[src/rtl/qsys_regfile_rw.sv]
// Avalon-MM bring-up register file: ID word, committed-write counter, lock
// control and byte-enabled scratch registers with fixed one-cycle read latency.
module qsys_regfile_rw #(
  parameter int unsigned DATA_W    = 32,
  parameter int unsigned ADDR_W    = 3,
  parameter logic [31:0] RESET_VAL = 32'h12345678,
  parameter logic [31:0] ID_VAL    = 32'h52475731
) (
  input  logic                csi_MCLK_clk,
  input  logic                rsi_MRST_reset_n,
  input  logic [ADDR_W-1:0]   avs_Reg_address,
  input  logic [DATA_W/8-1:0] avs_Reg_byteenable,
  input  logic                avs_Reg_read,
  output logic [DATA_W-1:0]   avs_Reg_readdata,
  output logic                avs_Reg_readdatavalid,
  input  logic                avs_Reg_write,
  input  logic [DATA_W-1:0]   avs_Reg_writedata,
  output logic                avs_Reg_waitrequest
);

  localparam int unsigned NUM_REGS = 2**ADDR_W;
  localparam int unsigned LANES    = DATA_W / 8;
  localparam logic [DATA_W-1:0] RESET_W = DATA_W'(RESET_VAL);
  localparam logic [DATA_W-1:0] ID_W    = DATA_W'(ID_VAL);

  typedef enum logic [1:0] {ST_HOLD, ST_WARM, ST_RUN} bus_state_e;

  bus_state_e state, stateNext;

  logic [DATA_W-1:0] scratch [NUM_REGS];
  logic [DATA_W-1:0] wrCount;
  logic              lock;
  logic [DATA_W-1:0] rdMux;
  logic              accept, writeAcc, readAcc, isScratch;

  // Stall is held for one extra cycle after reset release before going idle.
  always_ff @(posedge csi_MCLK_clk) begin
    if (!rsi_MRST_reset_n) state <= ST_HOLD;
    else                   state <= stateNext;
  end

  always_comb begin
    stateNext = state;
    case (state)
      ST_HOLD: stateNext = ST_WARM;
      ST_WARM: stateNext = ST_RUN;
      default: stateNext = ST_RUN;
    endcase
  end

  assign avs_Reg_waitrequest = (state != ST_RUN);
  assign accept    = !avs_Reg_waitrequest;
  assign writeAcc  = accept && avs_Reg_write;
  assign readAcc   = accept && avs_Reg_read && !avs_Reg_write;
  assign isScratch = (avs_Reg_address >= ADDR_W'(3));

  // Entries 0..2 of scratch never change after reset and reduce to constants.
  always_ff @(posedge csi_MCLK_clk) begin
    if (!rsi_MRST_reset_n) begin
      for (int unsigned r = 0; r < NUM_REGS; r++) scratch[r] <= RESET_W;
      wrCount <= '0;
      lock    <= 1'b0;
    end else if (writeAcc) begin
      if (isScratch) begin
        if (!lock && (|avs_Reg_byteenable)) begin
          for (int unsigned i = 0; i < LANES; i++)
            if (avs_Reg_byteenable[i])
              scratch[avs_Reg_address][8*i +: 8] <= avs_Reg_writedata[8*i +: 8];
          wrCount <= wrCount + DATA_W'(1);
        end
      end else if (avs_Reg_address == ADDR_W'(2) && avs_Reg_byteenable[0]) begin
        lock <= avs_Reg_writedata[0];
      end
    end
  end

  always_comb begin
    rdMux = '0;
    case (avs_Reg_address)
      ADDR_W'(0): rdMux = ID_W;
      ADDR_W'(1): rdMux = wrCount;
      ADDR_W'(2): rdMux[0] = lock;
      default:    rdMux = scratch[avs_Reg_address];
    endcase
  end

  always_ff @(posedge csi_MCLK_clk) begin
    if (!rsi_MRST_reset_n) begin
      avs_Reg_readdata      <= '0;
      avs_Reg_readdatavalid <= 1'b0;
    end else begin
      avs_Reg_readdatavalid <= readAcc;
      if (readAcc) avs_Reg_readdata <= rdMux;
    end
  end

endmodule

[config.mk]
export PLATFORM = sky130hd
export DESIGN_NAME = qsys_regfile_rw
export DESIGN_NICKNAME = d
export VERILOG_FILES = /design/src/rtl/qsys_regfile_rw.sv
export SDC_FILE = /design/constraint.sdc
export NUM_CORES = 1
export LEC_CHECK = 0
export CORE_UTILIZATION = 30
export DETAILED_ROUTE_END_ITERATION = 12
export GPL_ROUTABILITY_DRIVEN = 0
export GPL_TIMING_DRIVEN = 0
export HOLD_SLACK_MARGIN = 0.06
export SETUP_SLACK_MARGIN = 0.3
export SLEW_MARGIN = 10
export SYNTH_ARGS = -nofsm -noshare
export SYNTH_HDL_FRONTEND = slang
export SYNTH_SLANG_ARGS = --single-unit
export TNS_END_PERCENT = 20
[constraint.sdc]
create_clock -name csi_MCLK_clk -period 4.2 [get_ports csi_MCLK_clk]
set_input_delay 0.84 -clock csi_MCLK_clk [delete_from_list [all_inputs] [get_ports csi_MCLK_clk]]
set_output_delay 0.84 -clock csi_MCLK_clk [all_outputs]
set_load 0.1 [all_outputs]
Word level (Yosys, flattened, before mapping)
Memories as Yosys holds them, arrays and structs flattened.
Index checks and enable logic that the tools add are counted.

storage, ports and cells
  memories kept = 1
  bits in writable memories = 256
  input bits = 43
  bits in registers = 68
  word-level logic and storage cells = 57
  output and inout bits = 34

cells by class
  order comparisons = 1
  eq/ne operators = 3
  reductions and logical operators = 14
  bitwise operators = 1
  add/subtract/negate cells = 1
  multiplexer cells = 31

memories
  name     words  bits a word  read ports  clocked after memory_dff  wr ports  RTL line  text
  scratch  8      32           1           0                         8         30        logic [DATA_W-1:0] scratch [NUM_REGS];

operators by type and width
  kind                                                                    number
  31-bit case mux with 3 select lines                                     1
  32-bit by 1-bit adder with 32-bit output (second input constant)        1
  32-bit 2-to-1 mux                                                       1
  32-bit OR reduction                                                     1
  1-bit 2-to-1 mux                                                        25
  3-bit AND reduction                                                     2
  1-bit logical AND                                                       5
  4-bit 2-to-1 mux                                                        1
  4-bit OR reduction                                                      1
  3-bit by 1-bit == test with 1-bit output (second input constant)        1
  3-bit by 2-bit == test with 1-bit output (second input constant)        1
  3-bit by 2-bit >= comparator with 1-bit output (second input constant)  1
  1-bit zero test                                                         3
  3-bit zero test                                                         1
  3-bit 2-to-1 mux                                                        1
  1-bit case mux with 3 select lines                                      1
  2-bit zero test                                                         1
  2-bit 2-to-1 mux                                                        1
  2-bit != test (second input constant)                                   1
  1-bit inverter                                                          1

Longest topological paths before layout
  depth after elaboration = 9
  depth in mapped cells = 7
  depth with buffers taken out = 5

Least setup slack after synthesis
OpenSTA, ideal clock, no wires.

  path type = input port to flip-flop
  start point = input avs_Reg_address[0]
  end point = memory scratch[3][0], enable pin
  stages on the path = 6
  library setup time = 0.384 ns
  buffers on the path = 3
  setup slack = 1.553 ns
  arrival = 2.263 ns
  required time = 3.816 ns
  cell sequence = buf_2 > nor2b_1 > clkbuf_2 > nand2_1 > clkbuf_1 > o21ai_0

RTL lines
  item                RTL line  text
  start: declaration  11        input logic [ADDR_W-1:0] avs_Reg_address,
  end: declaration    30

==> results.md <==
Outcome:
- The flow ran to the end, and the final reports show no timing, DRC or antenna violations.

Clock network:
- The post-CTS resize count is 0.
- The number of hold-repair buffers added at the cts stage is 0.
- The clock tree from TritonCTS is built.
- The deepest clock path buffer count is 3.
- Clock-pin slew was measured on the worst setup and hold paths at 0.06 ns.
- Buffers inserted during clock tree synthesis total 25.
- In this run the clock root is driven by a sky130_fd_sc_hd__clkbuf_16.
- Clock latency on the worst-skew pair, taken at its later pin, is 0.53 ns.
- Clock tree synthesis found a total of 228 sinks.
- The total number of H-tree levels is 1.
- The number of post-CTS setup repair buffers is 0.

Logic synthesis:
- A synthesized cell averages 11.6 um2.
- The most used flip-flop cell after synthesis is sky130_fd_sc_hd__edfxtp_1.
- The synthesized netlist devotes 12.4% of its cell area to compound gates.
- In this run, synthesis inferred 160 flip-flops with an integrated enable.
- The count of distinct cell types in the synthesized netlist is 52.
- The post-synthesis adder-cell area fraction is 0.118%.
- The fraction of synthesized area in multiplexers is 5.91%.
- The count of mapped cells out of synthesis is 915.
- In this run the cell area of the synthesized design comes to 10600 um2.
- The total nets after synthesis is 959.
- The synthesized design devotes to its leading area cell type 45.4% of total area.
- Summing the areas of all and, or, nand and nor instances in the mapped netlist gives 19.5% of the synthesized area.
- The post-synthesis cell type with the largest combined area is sky130_fd_sc_hd__edfxtp_1.
- Ranked by total cell area, the synthesized netlist is headed by sky130_fd_sc_hd__edfxtp_1 45%, sky130_fd_sc_hd__dfxtp_1 13%, sky130_fd_sc_hd__and2_1 4.3%, sky130_fd_sc_hd__mux2i_1 3.8%, sky130_fd_sc_hd__or3_1 3.7%.
- The sequential cell area fraction in the yosys report is 58.3%.
- The share of synthesized flip-flops with an asynchronous set or reset is 0%.
- Of the total synthesized cell area, the portion taken by XOR and XNOR cells is 0.248%.
- The largest family of logic cells by synthesized area is simple AND/OR/NAND/NOR gates.
- During synthesis, Yosys emitted a total of 0 warnings.
- In this run, synthesis produced a sequential element count of 228.

Timing:
- Between clock sinks in the finished design, the worst skew comes to 0.0121 ns.
- The number of max-slew violations in the final report is 0.
- The count of final hold-check violations is 0.
- The worst-margin pin slew is 1.12 ns.
- Setup violations remaining at the end of the flow were counted as 0.
- Summed over all failing endpoints, the final setup total negative slack is 0 ns.
- After layout, the worst path uses 75.3% of the clock period.
- The relative max-transition margin is 24.5%.
- Derived from the worst setup path, the maximum achievable clock frequency is 0.316 GHz.
- Setup repair after global routing left no endpoint under its margin.
- The final critical path time including I/O delays and setup is 3.16 ns.

Floorplanning:
- The area inside the core boundary is 34600 um2.
- In this run the core area contains 68 standard-cell rows.
- The die outline area is 36000 um2.
- The horizontal die dimension is 190 um.
- Once the floorplan was initialized, standard cells occupied 30.6% of the core.
- In this run the vertical extent of the chip is 190 um.
- Pin placement for this block handled 77 I/O pins.

Detailed routing:
- Once detail routing completed, the nets flagged for antenna violations numbered 0.
- In the final routed layout, each cell accounts on average for 23.5 um.
- For this run, the detailed router's first-pass iteration total came to 8.
- The routed design has 34900 um of wire.
- The initial DRC count is 1050.
- For this run, design rule violations remaining after detail routing come to 0.
- The routed via count is 8144.
- Using the TritonRoute via totals, the vias-per-cell ratio works out to 5.47.

Run:
- Across the run, the number of max-cap violations was 0.

Global routing:
- The wire length of the first global-routing pass is 51700 um.
- The number of global-route vias before repair was 8115.
- After global routing the overflow that remains totals 0.
- The largest net degree at the start of global routing is 14.
- The initial antenna violation count is 1.
- Global routing used 19.4% of the available tracks.

Place:
- Input and output buffers added on the ports amount to 72.
- The cell area after placement is 11900 um2.
- After detailed placement, the design holds a cell count of 1442.
- Detailed placement ended at an HPWL of 24500 um.

Critical path:
- The worst setup path is launched from an input pin.
- The worst setup path is captured at a flip-flop.
- The maximum fanout along the worst path is 10.
- The type of the setup path with the least slack is in2reg.
- The data arrival time of the critical path is 3.31 ns.
- STA puts the critical path data required time at 4.35 ns.

Final layout:
- In the final design database the tool counted 1058 nets.
- The area growth from synthesis to layout is 20.0%.
- In the final layout, the share of cells above drive strength 1 is 9.21%.
- The number of standard cells in the final layout excluding fillers is 1488.
- The total non-filler cell area in the finished layout is 12700 um2.
- The share of the core filled with cells in the final layout is 36.7%.

Hold path:
- The class of the tightest hold or removal check is reg2reg.

Pwr:
- The maximum vdd ir drop is 0.230 mV.
- The power per cell area is 411 nW/um2.
- The static leakage power is 4.14 nW.
==> cells by family (layout without fill, tap and decap cells) <==
family,after synthesis,after routing
and+or+nand+nor,347,347
DFF,228,228
AOI/OAI and AO/OA,196,196
buffers and inverters,86,203
muxes,54,54
xor gates and xnor gates,3,3
adders and majority gates,1,1
other,0,1
==> power by group <==
part | switching [mW] | internal [mW] | total, mW
Combinational | 0.339 | 0.133 | 0.472
Sequential | 0.0243 | 2.45 | 2.47
Clock | 0.900 | 1.38 | 2.28
Total | 1.26 | 3.95 | 5.22
==> metrics by stage <==
step	total power, mW	hold WS (ns)	worst slack (ns)
floorplan	2.78	0.442	1.55
global placement	2.98	0.480	0.277
detailed placement	2.98	0.493	0.226
CTS	5.23	0.504	0.767
global route	5.34	0.528	0.945
finish	5.22	0.509	1.04
==> per-layer routing <==
metal | wire, um | global-route usage, %
met5 | 0 | 0
met4 | 1530 | 8.90
met3 | 2450 | 2.84
met2 | 16200 | 31.3
met1 | 14700 | 25.6
==> layout by cell type (no fill, tap or decap), types with 10 or more instances in the layout <==
| cell type | Yosys | layout |
|---|---|---|
| sky130_fd_sc_hd__a21oi_1 | 33 | 33 |
| sky130_fd_sc_hd__and2_1 | 72 | 72 |
| sky130_fd_sc_hd__a221oi_1 | 21 | 21 |
| sky130_fd_sc_hd__or3_1 | 62 | 62 |
| sky130_fd_sc_hd__clkbuf_1 | 40 | 50 |
| sky130_fd_sc_hd__clkdlybuf4s50_1 | 0 | 72 |
| sky130_fd_sc_hd__dfxtp_1 | 68 | 68 |
| sky130_fd_sc_hd__nor2_1 | 31 | 31 |
| sky130_fd_sc_hd__o21ai_1 | 0 | 12 |
| sky130_fd_sc_hd__o21ai_0 | 71 | 59 |
| sky130_fd_sc_hd__and3_1 | 37 | 37 |
| sky130_fd_sc_hd__nand2_1 | 45 | 45 |
| sky130_fd_sc_hd__o2bb2ai_1 | 21 | 21 |
| sky130_fd_sc_hd__nand3_1 | 20 | 20 |
| sky130_fd_sc_hd__mux2i_1 | 40 | 40 |
| sky130_fd_sc_hd__clkbuf_16 | 0 | 25 |
| sky130_fd_sc_hd__edfxtp_1 | 160 | 160 |
| sky130_fd_sc_hd__a31oi_1 | 10 | 10 |
| sky130_fd_sc_hd__nand2b_1 | 30 | 30 |
| sky130_fd_sc_hd__buf_2 | 25 | 25 |
==> synth_stat cells (21+ instances only) <==
master,count
sky130_fd_sc_hd__and2_1,72
sky130_fd_sc_hd__o21ai_0,71
sky130_fd_sc_hd__dfxtp_1,68
sky130_fd_sc_hd__nand2_1,45
sky130_fd_sc_hd__a221oi_1,21
sky130_fd_sc_hd__or3_1,62
sky130_fd_sc_hd__mux2i_1,40
sky130_fd_sc_hd__and3_1,37
sky130_fd_sc_hd__o2bb2ai_1,21
sky130_fd_sc_hd__a21oi_1,33
sky130_fd_sc_hd__nor2_1,31
sky130_fd_sc_hd__edfxtp_1,160
sky130_fd_sc_hd__clkbuf_1,40
sky130_fd_sc_hd__nand2b_1,30
sky130_fd_sc_hd__buf_2,25
==> worst paths after layout <==
path / start / end / slack [ns] / depth (start not counted)
max: avs_Reg_address[0] / scratch[7][26] / 1.04 / 5
min: wrCount[31] / wrCount[31] / 0.51 / 2
max reg2reg: state[1] / scratch[3][13] / 1.48 / 5
min reg2reg: wrCount[31] / wrCount[31] / 0.51 / 2
==> flip-flops by register name (all words and copies together), names as in the netlist <==
name and count:
scratch 160, avs_Reg_readdata 32, state 2, wrCount 32
lock 1, avs_Reg_readdatavalid 1
==> worst max-delay path: stages <==
cell and delay (ns):
sky130_fd_sc_hd__buf_2 0.20, sky130_fd_sc_hd__buf_4 0.31, sky130_fd_sc_hd__nand3_1 0.61, sky130_fd_sc_hd__clkbuf_1 0.53, sky130_fd_sc_hd__o21ai_1 0.81
==> area by class of cell <==
cell class / count / area (um2)
diodes: 1 / 2.50
plain buffers: 75 / 340
clock buffers: 37 / 691
clock inverters: 8 / 136
fillers: 3360 / 21900
inverters: 11 / 41.3
multi-input cells: 601 / 4030
flip-flops and latches: 228 / 6170
well taps: 455 / 569
repair buffers: 72 / 721
Power figures use the tool's default switching activity.
